===== src/rtl/hwpe_stream_copy_sink_pkg.sv =====
// ============================================================================
// Module      : hwpe_stream_package
// Description : Shared types for the HWPE stream copy-network fault checkers.
// Revision    : 1.0 - initial release
// ============================================================================
`default_nettype none

package hwpe_stream_package;

  typedef enum logic [1:0] {
    IDLE  = 2'd0,
    CHECK = 2'd1,
    FAULT = 2'd2
  } copy_fault_state_t;

  // Bit order matches the {valid, data, strb} cause vector on the ports
  typedef struct packed {
    logic valid;
    logic data;
    logic strb;
  } copy_fault_cause_t;

endpackage

`default_nettype wire


===== src/rtl/hwpe_stream_copy_sink_if.sv =====
// ============================================================================
// Module      : hwpe_stream_intf_stream
// Description : HWPE stream handshake bundle (valid/ready/data/strb).
// Revision    : 1.0 - initial release
// ============================================================================
`default_nettype none

interface hwpe_stream_intf_stream #(
  parameter int unsigned DATA_WIDTH = 32
) ();

  logic                    valid;
  logic                    ready;
  logic [DATA_WIDTH-1:0]   data;
  logic [DATA_WIDTH/8-1:0] strb;

  modport source  (output valid, output data, output strb, input  ready);
  modport sink    (input  valid, input  data, input  strb, output ready);
  modport monitor (input  valid, input  data, input  strb, input  ready);

endinterface

`default_nettype wire


===== src/rtl/hwpe_stream_copy_fault_cnt.sv =====
// ============================================================================
// Module      : hwpe_stream_copy_fault_cnt
// Description : Saturating fault counter with synchronous clear.
// Revision    : 1.0 - initial release
// ============================================================================
`default_nettype none

module hwpe_stream_copy_fault_cnt #(
  parameter int unsigned CNT_WIDTH = 8
) (
  input  wire logic                 clk_i,
  input  wire logic                 rst_ni,
  input  wire logic                 clear_i,
  input  wire logic                 incr_i,
  output logic [CNT_WIDTH-1:0]      count_o
);

  logic [CNT_WIDTH-1:0] r_count;

  // Clear wins over a same-cycle increment; the count holds at all-ones
  always_ff @(posedge clk_i or negedge rst_ni) begin
    if (!rst_ni) begin
      r_count <= '0;
    end else if (clear_i) begin
      r_count <= '0;
    end else if (incr_i && (r_count != {CNT_WIDTH{1'b1}})) begin
      r_count <= r_count + CNT_WIDTH'(1);
    end
  end

  assign count_o = r_count;

endmodule

`default_nettype wire


===== src/rtl/hwpe_stream_copy_sink.sv =====
// ============================================================================
// Module      : hwpe_stream_copy_sink
// Description : Consumer-side end of a copy network; forwards ready to the
//               copy stream and flags any divergence from the normal stream.
// Revision    : 1.0 - initial release
// ============================================================================
`default_nettype none

module hwpe_stream_copy_sink
  import hwpe_stream_package::*;
#(
  parameter int unsigned DATA_WIDTH   = 32,
  parameter int unsigned CNT_WIDTH    = 8,
  parameter bit          COMPARE_IDLE = 1'b0
) (
  input  wire logic                  clk_i,
  input  wire logic                  rst_ni,
  input  wire logic                  enable_i,
  input  wire logic                  clear_i,
  hwpe_stream_intf_stream.monitor    normal_i,
  hwpe_stream_intf_stream.sink       copy_i,
  output logic                       fault_detected_o,
  output logic                       fault_sticky_o,
  output logic [2:0]                 fault_cause_o,
  output logic [CNT_WIDTH-1:0]       fault_count_o
);

  localparam int unsigned c_STRB_WIDTH = DATA_WIDTH / 8;

  copy_fault_state_t r_state;
  copy_fault_state_t w_state_next;
  copy_fault_cause_t r_cause;
  copy_fault_cause_t w_cause_next;
  logic              r_detected;

  logic w_cmp;
  logic w_mv;
  logic w_md;
  logic w_ms;
  logic w_mis;
  logic w_cnt_incr;

  // Both networks must see exactly the same backpressure
  assign copy_i.ready = normal_i.ready;

  assign w_cmp = COMPARE_IDLE ? 1'b1 : (normal_i.valid && copy_i.valid);
  assign w_mv  = normal_i.valid != copy_i.valid;
  assign w_md  = w_cmp && (normal_i.data[DATA_WIDTH-1:0] != copy_i.data[DATA_WIDTH-1:0]);
  assign w_ms  = w_cmp && (normal_i.strb[c_STRB_WIDTH-1:0] != copy_i.strb[c_STRB_WIDTH-1:0]);
  assign w_mis = enable_i && (w_mv || w_md || w_ms);

  assign w_cnt_incr = w_mis && ((r_state == CHECK) || (r_state == FAULT));

  always_comb begin
    w_state_next = r_state;
    w_cause_next = r_cause;
    if (clear_i) begin
      w_state_next = enable_i ? CHECK : IDLE;
      w_cause_next = '0;
    end else begin
      case (r_state)
        IDLE: begin
          if (enable_i) w_state_next = CHECK;
        end
        CHECK: begin
          if (w_mis) begin
            w_state_next = FAULT;
            w_cause_next = '{valid: w_mv, data: w_md, strb: w_ms};
          end else if (!enable_i) begin
            w_state_next = IDLE;
          end
        end
        FAULT: begin
          w_state_next = FAULT;
        end
        default: begin
          w_state_next = IDLE;
        end
      endcase
    end
  end

  always_ff @(posedge clk_i or negedge rst_ni) begin
    if (!rst_ni) begin
      r_state    <= IDLE;
      r_cause    <= '0;
      r_detected <= 1'b0;
    end else begin
      r_state    <= w_state_next;
      r_cause    <= w_cause_next;
      r_detected <= w_mis;
    end
  end

  hwpe_stream_copy_fault_cnt #(
    .CNT_WIDTH (CNT_WIDTH)
  ) i_fault_cnt (
    .clk_i   (clk_i),
    .rst_ni  (rst_ni),
    .clear_i (clear_i),
    .incr_i  (w_cnt_incr),
    .count_o (fault_count_o)
  );

  assign fault_detected_o = r_detected;
  assign fault_sticky_o   = (r_state == FAULT);
  assign fault_cause_o    = r_cause;

endmodule

`default_nettype wire

===== src/flat_wrapper.sv =====
// flat-port wrapper written by rule: the top's interface ports become plain ports
module hwpe_stream_copy_sink_flat import hwpe_stream_package::*;
#(
  parameter int unsigned DATA_WIDTH   = 32,
  parameter int unsigned CNT_WIDTH    = 8,
  parameter bit          COMPARE_IDLE = 1'b0
)
  (clk_i, rst_ni, enable_i, clear_i, fault_detected_o, fault_sticky_o, fault_cause_o, fault_count_o, normal_i_valid, normal_i_data, normal_i_strb, normal_i_ready, copy_i_valid, copy_i_data, copy_i_strb, copy_i_ready);
  hwpe_stream_intf_stream #(.DATA_WIDTH(DATA_WIDTH)) normal_i_i ();
  hwpe_stream_intf_stream #(.DATA_WIDTH(DATA_WIDTH)) copy_i_i ();
  input  wire logic clk_i;
  input  wire logic rst_ni;
  input  wire logic enable_i;
  input  wire logic clear_i;
  output logic fault_detected_o;
  output logic fault_sticky_o;
  output logic [2:0] fault_cause_o;
  output logic [CNT_WIDTH-1:0] fault_count_o;
  input wire logic [$bits(normal_i_i.valid)-1:0] normal_i_valid;
  input wire logic [$bits(normal_i_i.data)-1:0] normal_i_data;
  input wire logic [$bits(normal_i_i.strb)-1:0] normal_i_strb;
  input wire logic [$bits(normal_i_i.ready)-1:0] normal_i_ready;
  input wire logic [$bits(copy_i_i.valid)-1:0] copy_i_valid;
  input wire logic [$bits(copy_i_i.data)-1:0] copy_i_data;
  input wire logic [$bits(copy_i_i.strb)-1:0] copy_i_strb;
  output wire logic [$bits(copy_i_i.ready)-1:0] copy_i_ready;
  assign normal_i_i.valid = normal_i_valid;
  assign normal_i_i.data = normal_i_data;
  assign normal_i_i.strb = normal_i_strb;
  assign normal_i_i.ready = normal_i_ready;
  assign copy_i_i.valid = copy_i_valid;
  assign copy_i_i.data = copy_i_data;
  assign copy_i_i.strb = copy_i_strb;
  assign copy_i_ready = copy_i_i.ready;
  hwpe_stream_copy_sink #(.DATA_WIDTH(DATA_WIDTH), .CNT_WIDTH(CNT_WIDTH), .COMPARE_IDLE(COMPARE_IDLE)) u_core (.clk_i(clk_i), .rst_ni(rst_ni), .enable_i(enable_i), .clear_i(clear_i), .normal_i(normal_i_i), .copy_i(copy_i_i), .fault_detected_o(fault_detected_o), .fault_sticky_o(fault_sticky_o), .fault_cause_o(fault_cause_o), .fault_count_o(fault_count_o));
endmodule

===== config.mk =====
export PLATFORM = sky130hd
export DESIGN_NAME = hwpe_stream_copy_sink_flat
export DESIGN_NICKNAME = d
export VERILOG_FILES = /design/src/rtl/hwpe_stream_copy_sink_pkg.sv /design/src/rtl/hwpe_stream_copy_sink_if.sv /design/src/rtl/hwpe_stream_copy_fault_cnt.sv /design/src/rtl/hwpe_stream_copy_sink.sv /design/src/flat_wrapper.sv
export SDC_FILE = /design/constraint.sdc
export NUM_CORES = 1
export LEC_CHECK = 0
export CAP_MARGIN = 20
export CORE_MARGIN = 1.5
export CORE_UTILIZATION = 38
export CTS_CLUSTER_DIAMETER = 200
export DETAILED_ROUTE_END_ITERATION = 16
export PLACE_DENSITY = 0.95
export SYNTH_ARGS = -nofsm -noshare
export SYNTH_HDL_FRONTEND = slang
export SYNTH_SLANG_ARGS = --single-unit

===== constraint.sdc =====
create_clock -name clk_i -period 4.6 [get_ports clk_i]
set_input_delay 0.92 -clock clk_i [delete_from_list [all_inputs] [get_ports clk_i]]
set_output_delay 0.92 -clock clk_i [all_outputs]
set_load 0.01 [all_outputs]

==> impl_metrics.ini <==
[status]
outcome = finished clean

[worst_setup_path]
critPathKind = in -> reg
cp_max_fo = 12
critPathTopFamily = compound AO/OA/AOI/OAI gates
cp_slowest_cell = o41ai_4
cp-start-kind = input port
worst_setup_path_end_kind = flip-flop
crit_arrival_ps = 3240
path_cells = clkdlybuf4s50_1, xor2_1, nor4_1, nand2_1, o41ai_4, a2111oi_0, mux2_2
rr_worst_depth = 5
required_ps = 4780
path_depth = 7
cp.buffers_inverters = 1
critPathMaxStageDelay_ps = 710

[global_routing]
grt_pass1_vias = 1324
grt_overflow = 0
grt_start_max_net_pins = 21
track_usage_pct = 21.0
antenna_found_initial = 0
grt_pass1_wl_um = 5930

[flow_run]
cap_violations = 0

[drt]
drtIter0Drc = 33
post_drt_wl_per_cell_um = 15.0
dr.pass1.iters = 4
vias_per_cell = 5.13
num_vias = 1451
drcViolationCount = 0
antenna_left = 0
wl_um = 4250

[logic_synthesis]
async_flop_share_pct = 100
synth_area_um2 = 1310
netlist.area_leader.share_pct = 26.7
syn_inst = 148
yosysMostFrequentCell = xor2_1
yosysTopAreaCell = dfrtp_1
ys.flop_type = dfrtp_1
synthesis.nets = 232
synth_cell_types = 32
synth-seq-cells = 14
synth-seq-area-share_pct = 26.7
ys_warn_count = 0
netlist_top_cells_count = xor2_1, dfrtp_1, nand2_1
syn_avg_cell_area_um2 = 8.88
synth-edff-count = 0
ys_top_cells_by_area = dfrtp_1, xor2_1, mux2_2

[placed_design]
gp_routability_congestion = 0.892
io_buffer_count = 90
dp_hpwl_um = 3530
dp.cells = 279

[layout]
layout.nets = 322
area_delta_synth_final_pct = 73.6
regArea_um2 = 350
finalNonFillerCells = 283
fillCellCount = 260
drive_gt1_share_pct = 5.49
multi_input_area_um2 = 902
diodes = 0

[clock_network]
cts_resized = 0
clkLatencyLatePin_ps = 290
post_cts_buffers = 0
holdBufCountCts = 0
clockRootBuffer = clkbuf_4
htree_num_levels = 1
clk_path_buf_depth = 2
path_clk_slew_ps = 90
cts_sinks = 14
cts_made_buffers = 3
cts_tree = done

[floorplanning]
dieHeight_um = 61.8
fp.dieW_um = 61.8
core_um2 = 3340
ioPinCount = 93
dieArea_um2 = 3820
rows = 21
start_util_pct = 39.4

[sta]
clock_skew_ps = 1.16
hold_viol_final = 0
setup_viol = 0
rsz0062_at_grt = no
clock.fmax_mhz = 327
finalCritPeriodShare_pct = 66.4
whs_ps = 561
maxSlewViolCount = 0
worst_pin_slew_ps = 676
slew_headroom_pct = 54.8
setup_tns_ps = 0
layout_min_cycle_time_ps = 3050

[min_path]
whs_path_depth = 2
holdCritPathClass = reg -> reg

[pwr]
p_per_area_nw_per_um2 = 179
power.leakage_uw = 0.000921
vdd_drop_max_mv = 0.144
==> placed cells by master, fill, tap and decap left out, types with 2 or more instances in the layout <==
cell	n
xor2_1	36
ha_1	5
clkbuf_4	3
a211oi_1	3
a2111oi_0	2
nand4_1	4
inv_1	7
mux2_2	6
a31oi_1	2
nand3_1	7
nor4_1	8
clkdlybuf4s50_1	90
nor2_1	8
dfrtp_1	14
nor2b_1	7
a21oi_1	6
nand2_1	9
o211ai_1	6
==> logic make-up after synthesis <==
family          share of synthesized area, %
fa+ha+maj                               4.76
flops                                   26.7
buf+inv                                 4.67
xor+xnor                                24.0
compound gates                          15.4
mux                                     5.90
simple gates                            18.6
==> tightest hold or removal path, delay by kind of cell (launching register included) <==
kind	cells	cell delay, ps
AOI/OAI and AO/OA	1	60
DFF	1	400
and+or+nand+nor	1	70
==> metrics by stage <==
step | area (µm²) | setup slack (ps) | total power (µW) | util (%)
finish | 2280 | 1550 | 408 | 68.4
global route | 2280 | 1310 | 437 | 68.4
CTS | 2280 | 1520 | 412 | 68.4
detailed placement | 2240 | 1200 | 320 | 67.3
global placement | 2240 | 1320 | 315 | 67.3
floorplan | 1310 | 2000 | 218 | -
==> report_power, final <==
group	switching (µW)	internal, µW
Clock	42.1	48.3
Combinational	73.2	104
Sequential	9.54	132
Total	125	283
==> state kept, by name (all words and copies together) (netlist names) <==
signal                      count
u_core.fault_cause_o            3
u_core.fault_detected_o         1
u_core.i_fault_cnt.count_o      8
u_core.r_state                  2
==> metal layers <==
metal | wire (µm) | GRT usage [%] | vias to the layer above
met4 | 99 | 7.90 | 0
met5 | 0 | 0 | -
met2 | 2100 | 39.4 | 62
met1 | 1560 | 22.0 | 671
li1 | - | - | 707
met3 | 488 | 6.00 | 11
==> final cells by class <==
cell class | count | share of cell area [%]
clock buffers | 4 | 1.59
inverters | 7 | 1.15
multi-input cells | 121 | 39.6
flip-flops and latches | 14 | 15.4
well taps | 46 | 2.52
repair buffers | 91 | 39.8
==> final timing paths <==
check | startpoint | endpoint | slack, ps
setup / recovery | copy_i_data[26] | u_core.i_fault_cnt.count_o[5]$_DFFE_PN0P_ | 1550
hold / removal | u_core.fault_cause_o[2]$_DFFE_PN0P_ | u_core.fault_cause_o[2]$_DFFE_PN0P_ | 560
setup reg to reg | u_core.i_fault_cnt.count_o[0]$_DFFE_PN0P_ | u_core.i_fault_cnt.count_o[5]$_DFFE_PN0P_ | 2530
hold reg to reg | u_core.fault_cause_o[2]$_DFFE_PN0P_ | u_core.fault_cause_o[2]$_DFFE_PN0P_ | 560
max in group asynchronous | rst_ni | u_core.r_state[1]$_DFFE_PN0P_ | 3170
min in group asynchronous | rst_ni | u_core.i_fault_cnt.count_o[7]$_DFFE_PN0P_ | 1020
Note: power is estimated with default switching activity, not from simulation.
